### src/rtl/rf_pkg.sv
// Shared constants and helpers for the multi-port register file.
package rf_pkg;

   localparam int XLEN_DEF  = 32;
   localparam int NREGS_DEF = 16;

   // Address width that never collapses to zero bits, even for a 1-entry array.
   function automatic int clog2_safe(input int n);
      int r;
      r = 0;
      for (int v = 1; v < n; v = v * 2) begin
         r = r + 1;
      end
      if (r == 0) begin
         r = 1;
      end
      return r;
   endfunction

   typedef logic [XLEN_DEF-1:0] word_t;

endpackage

### src/rtl/rf_write_arb.sv
// Per-address write resolution across all write ports; the highest-numbered port wins a collision.
module rf_write_arb
   import rf_pkg::*;
#(
   parameter int XLEN   = XLEN_DEF,
   parameter int NREGS  = NREGS_DEF,
   parameter int NWRITE = 1,
   parameter int AW     = clog2_safe(NREGS_DEF)
) (
   input  logic [NWRITE-1:0]      i_wr_en,
   input  logic [NWRITE*AW-1:0]   i_wr_addr,
   input  logic [NWRITE*XLEN-1:0] i_wr_data,
   output logic [NREGS-1:0]       o_hit,
   output logic [XLEN-1:0]        o_data [NREGS]
);

   always_comb begin
      o_hit = '0;
      for (int a = 0; a < NREGS; a++) begin
         o_data[a] = '0;
      end
      // Ascending scan so a later port overwrites an earlier one on the same address.
      for (int j = 0; j < NWRITE; j++) begin
         if (i_wr_en[j] && (i_wr_addr[j*AW +: AW] != '0)) begin
            o_hit[i_wr_addr[j*AW +: AW]]  = 1'b1;
            o_data[i_wr_addr[j*AW +: AW]] = i_wr_data[j*XLEN +: XLEN];
         end
      end
   end

endmodule

### src/rtl/regfile_mp_sb.sv
// Multi-port integer register file with same-cycle write bypass and a per-register busy scoreboard.
module regfile_mp_sb
   import rf_pkg::*;
#(
   parameter int XLEN   = XLEN_DEF,
   parameter int NREGS  = NREGS_DEF,
   parameter int NREAD  = 2,
   parameter int NWRITE = 1,
   parameter int BYPASS = 1
) (
   input  logic                                   clk,
   input  logic                                   reset,
   input  logic [NREAD*clog2_safe(NREGS)-1:0]     rd_addr,
   output logic [NREAD*XLEN-1:0]                  rd_data,
   output logic [NREAD-1:0]                       rd_busy,
   input  logic [NWRITE-1:0]                      wr_en,
   input  logic [NWRITE*clog2_safe(NREGS)-1:0]    wr_addr,
   input  logic [NWRITE*XLEN-1:0]                 wr_data,
   input  logic                                   rsv_en,
   input  logic [clog2_safe(NREGS)-1:0]           rsv_addr,
   input  logic                                   flush
);

   localparam int AW = clog2_safe(NREGS);

   logic [XLEN-1:0]  r_regs [NREGS];
   logic [NREGS-1:0] r_busy;

   logic [NREGS-1:0] w_hit;
   logic [XLEN-1:0]  w_wdata [NREGS];

   rf_write_arb #(
      .XLEN   (XLEN),
      .NREGS  (NREGS),
      .NWRITE (NWRITE),
      .AW     (AW)
   ) u_arb (
      .i_wr_en   (wr_en),
      .i_wr_addr (wr_addr),
      .i_wr_data (wr_data),
      .o_hit     (w_hit),
      .o_data    (w_wdata)
   );

   // Register 0 is only ever cleared; the arbiter never reports a hit on it.
   always_ff @(posedge clk or posedge reset) begin
      if (reset) begin
         for (int a = 0; a < NREGS; a++) begin
            r_regs[a] <= '0;
         end
      end else begin
         for (int a = 1; a < NREGS; a++) begin
            if (w_hit[a]) begin
               r_regs[a] <= w_wdata[a];
            end
         end
      end
   end

   // Flush beats a reservation, which beats a writeback clearing the bit.
   always_ff @(posedge clk or posedge reset) begin
      if (reset) begin
         r_busy <= '0;
      end else if (flush) begin
         r_busy <= '0;
      end else begin
         for (int a = 1; a < NREGS; a++) begin
            if (rsv_en && (rsv_addr == AW'(a))) begin
               r_busy[a] <= 1'b1;
            end else if (w_hit[a]) begin
               r_busy[a] <= 1'b0;
            end
         end
      end
   end

   for (genvar gi = 0; gi < NREAD; gi++) begin : g_rd
      logic [AW-1:0] w_addr;
      logic          w_byp;
      logic          w_zero;

      assign w_addr = rd_addr[gi*AW +: AW];
      assign w_byp  = (BYPASS != 0) && w_hit[w_addr];
      // Reset gates the outputs so a write presented during reset cannot leak through the bypass.
      assign w_zero = reset || (w_addr == '0);

      assign rd_data[gi*XLEN +: XLEN] = w_zero ? '0 :
                                        w_byp  ? w_wdata[w_addr] : r_regs[w_addr];
      assign rd_busy[gi]              = (w_zero || w_byp) ? 1'b0 : r_busy[w_addr];
   end

endmodule

### config.mk
export PLATFORM = sky130hd
export DESIGN_NAME = regfile_mp_sb
export DESIGN_NICKNAME = d
export VERILOG_FILES = /design/src/rtl/rf_pkg.sv /design/src/rtl/rf_write_arb.sv /design/src/rtl/regfile_mp_sb.sv
export SDC_FILE = /design/constraint.sdc
export NUM_CORES = 2
export LEC_CHECK = 0
export ABC_CLOCK_PERIOD_IN_PS = 22800
export CAP_MARGIN = 20
export CORE_MARGIN = 2
export CORE_UTILIZATION = 66
export DETAILED_ROUTE_END_ITERATION = 8
export PLACE_DENSITY = 0.86
export SLEW_MARGIN = 25
export SYNTH_ARGS = -nofsm -noshare
export SYNTH_HDL_FRONTEND = slang
export SYNTH_SLANG_ARGS = --single-unit
### constraint.sdc
create_clock -name clk -period 22.8 [get_ports clk]
set_clock_uncertainty 0.15 [all_clocks]
set_input_delay 2.28 -clock clk [delete_from_list [all_inputs] [get_ports clk]]
set_output_delay 2.28 -clock clk [all_outputs]
set_load 0.03 [all_outputs]
==> impl_metrics.py <==
metrics = {
    "clock_tree": {
        "ctsHoldBuffers": 0,
        "cts_tree": "done",
        "cts-root-buf": "clkbuf_16",
        "cts_made_buffers": 51,
        "htreeDepth": 2,
        "cts_setup_buffers": 0,
        "clockBufferDepth": 3,
        "clk-insertion-delay-late_ps": 600,
        "cts_resized": 0,
        "path_clk_slew_ps": 60,
        "cts_num_sinks": 495,
    },
    "placed_design": {
        "place.gp.congestion": 0.8984,
        "dp_hpwl_mm": 47.44,
        "place_inst": 2799,
        "place_area_um2": 28780,
        "port_buffers": 118,
    },
    "synth": {
        "synth_compound_area_share_pct": 10.81,
        "async_flop_share_pct": 100.0,
        "synth_area_um2": 27510,
        "synthXorXnorAreaFrac_pct": 0.1592,
        "yosys_warnings": 32,
        "seq_area_frac_synth_pct": 45.02,
        "syn_avg_cell_area_um2": 11.77,
        "ys_top_cells_by_area": "dfrtp_1 (45%), mux4_2 (17%), mux2_2 (12%)",
        "ys_ff_latch": 495,
        "synth-simple-area-share_pct": 8.449,
        "syn_inst": 2338,
        "synth_top_family_by_area": "multiplexers",
        "yosys.area.top_type_share_pct": 45.02,
        "syn-num-nets": 2391,
        "synth_edf_count": 0,
        "synthMuxAreaShare_pct": 31.46,
        "ys.flop_type": "dfrtp_1",
        "synth_top_cell_by_area": "dfrtp_1",
        "synthAdderAreaFrac_pct": 0,
        "synth_cell_type_count": 61,
    },
    "critical_path": {
        "crit_path_end_kind": "output pin",
        "max_stage_delay_ps": 860,
        "critPathSlowestCell": "buf_4",
        "r2r_cells": 1,
        "cp.required_ps": 20370,
        "worstPathMaxFanout": 49,
        "worstPathArrival_ps": 6760,
        "path_class": "in2out",
        "path_cells": "buf_6 > buf_4 > buf_4 > nor2b_4 > a32oi_2 > o221ai_2 > a21oi_1 > o22ai_1 > clkdlybuf4s50_1",
        "path_depth": 9,
        "critical-path-top-delay-family": "buffers and inverters",
        "start_kind": "input pin",
        "critical_path.most_common_cell": "buf_4",
        "crit_buf_inv": 4,
    },
    "finish": {
        "syn2layout_area_growth_pct": 11.18,
        "final_cells": 2894,
        "drive_gt1_share_pct": 29.59,
        "fin_area_um2": 30590,
        "final_util_pct": 74.58,
        "antenna_cells": 0,
        "fin_nets": 2375,
    },
    "floorplanning": {
        "core_area_um2": 41020,
        "num_io_pins": 119,
        "dieArea_um2": 43340,
        "die_h_um": 208.2,
        "die_x_um": 208.2,
        "start_util_pct": 67.08,
        "num_rows": 74,
    },
    "timing": {
        "max_freq_mhz": 108.8,
        "tns_ps": 0,
        "maxSlewViolCount": 0,
        "max-slew-margin-rel_pct": 35.90,
        "min_period_ps": 9188,
        "fin_crit_sh_pct": 40.30,
        "worst-slew-pin-transition_ps": 961.4,
        "rsz0062_at_grt": "false",
        "holdWs_ps": 348.0,
        "setup_viol": 0,
        "finalHoldViolations": 0,
    },
    "global_route": {
        "grt_overflow_total": 0,
        "top_usage_layer": "met2",
        "track_usage_pct": 39.53,
        "grt_max_degree": 185,
        "antenna_found_initial": 2,
        "gr-usage-met3_pct": 8.830,
        "grt_pass1_vias": 22474,
        "grt_pass1_wl_mm": 129.6,
        "grt.met2_usage_pct": 61.64,
        "globalRouteMet1Util_pct": 49.31,
    },
    "route": {
        "ant_nets": 0,
        "avgRoutedWirePerCell_um": 29.25,
        "dr.pass1.iters": 6,
        "vias": 21654,
        "wl_mm": 84.65,
        "first_iter_violations": 2958,
        "drc": 0,
        "via_per_inst": 7.482,
    },
    "power_and_ir_drop": {
        "p_per_area_nw_per_um2": 89.60,
        "ir_worst_vdd_v": 0.00006152,
        "leakage_nw": 12.85,
    },
    "worst_hold_path": {
        "hold_depth": 2,
        "min_path_type": "reg2reg",
    },
    "run": {
        "maxCapViolCount": 0,
    },
    "status": {
        "status": "finished clean",
    },
}
sequential cells by signal, indices dropped and copies added, names as in the netlist:
| name | cells |
|---|---|
| r_regs | 480 |
| r_busy | 15 |
final cells by class:
cell class	count	area [um^2]
Clock inverter	20	289.0
Multi-Input combinational cell	1587	14130
Clock buffer	73	1459
Inverter	26	105.1
Timing Repair Buffer	161	1556
Tap cell	532	665.6
Sequential cell	495	12390
Fill cell	2455	10430
per-stage QoR:
stage / setup slack, ps / power (W)
finish: 13610 / 0.002741
detailed placement: 13730 / 0.001842
global placement: 13700 / 0.001791
CTS: 13710 / 0.002720
floorplan: 4669 / 0.001657
global route: 13490 / 0.002832
worst paths after layout:
| kind | start | to | slack [ps] |
|---|---|---|---|
| hold / removal | r_regs[407]$_DFFE_PP0N_ | r_regs[407]$_DFFE_PP0N_ | 350 |
| setup / recovery | rd_addr[4] | rd_data[50] | 13610 |
| max in group asynchronous | reset | r_regs[366]$_DFFE_PP0N_ | 18040 |
| hold reg to reg | r_regs[407]$_DFFE_PP0N_ | r_regs[407]$_DFFE_PP0N_ | 350 |
| setup reg to reg | r_regs[272]$_DFFE_PP0N_ | r_regs[272]$_DFFE_PP0N_ | 21820 |
| min in group asynchronous | reset | r_regs[281]$_DFFE_PP0N_ | 2210 |
power by group:
| part | total [W] | switching (W) | internal (W) |
|---|---|---|---|
| combinational | 0.000641 | 0.000298 | 0.000342 |
| sequential | 0.00122 | 0.000150 | 0.00107 |
| clock | 0.000884 | 0.000360 | 0.000524 |
logic make-up after synthesis:
group	Yosys count
simple gates	557
flops	495
mux	561
compound gates	464
xor+xnor	5
buf+inv	256
layout by cell type, fill, tap and decap left out, drive strengths merged, types with 4 or more instances in the layout:
| master | n |
|---|---|
| mux2i | 48 |
| dfrtp | 495 |
| clkdlybuf4s50 | 111 |
| nand3 | 8 |
| mux2 | 300 |
| o22ai | 27 |
| nand2b | 4 |
| nor2 | 46 |
| clkbuf | 73 |
| nor2b | 32 |
| a22o | 38 |
| o21ai | 258 |
| buf | 50 |
| a221oi | 42 |
| bufinv | 7 |
| a22oi | 14 |
| mux4 | 213 |
| nand2 | 414 |
| o31ai | 13 |
| a32oi | 7 |
| xnor2 | 5 |
| clkinv | 9 |
| or3 | 8 |
| nor3 | 23 |
| inv | 29 |
| a21oi | 43 |
routing by layer:
| layer | up-vias | part of all wire, % |
|---|---|---|
| met2 | 1781 | 47 |
| met5 | - | 0.0083 |
| met1 | 10780 | 34 |
| met4 | 2 | 7.2 |
| li1 | 8599 | - |
| met3 | 492 | 12 |
synthesized netlist by cell type, types with 12 or more instances:
library cell  number
a22oi_1           14
mux4_2           213
a22o_1            38
o31ai_1           12
inv_1             24
a21oi_1           35
buf_1             12
mux2_2           300
nor3_1            23
nor2_1            46
o21ai_0          257
clkbuf_1         145
nand2_1          414
buf_2             58
o22ai_2           13
o22ai_1           14
dfrtp_1          495
a221oi_1          42
nor2b_1           32
mux2i_1           48
Power figures use the tool's default switching activity.
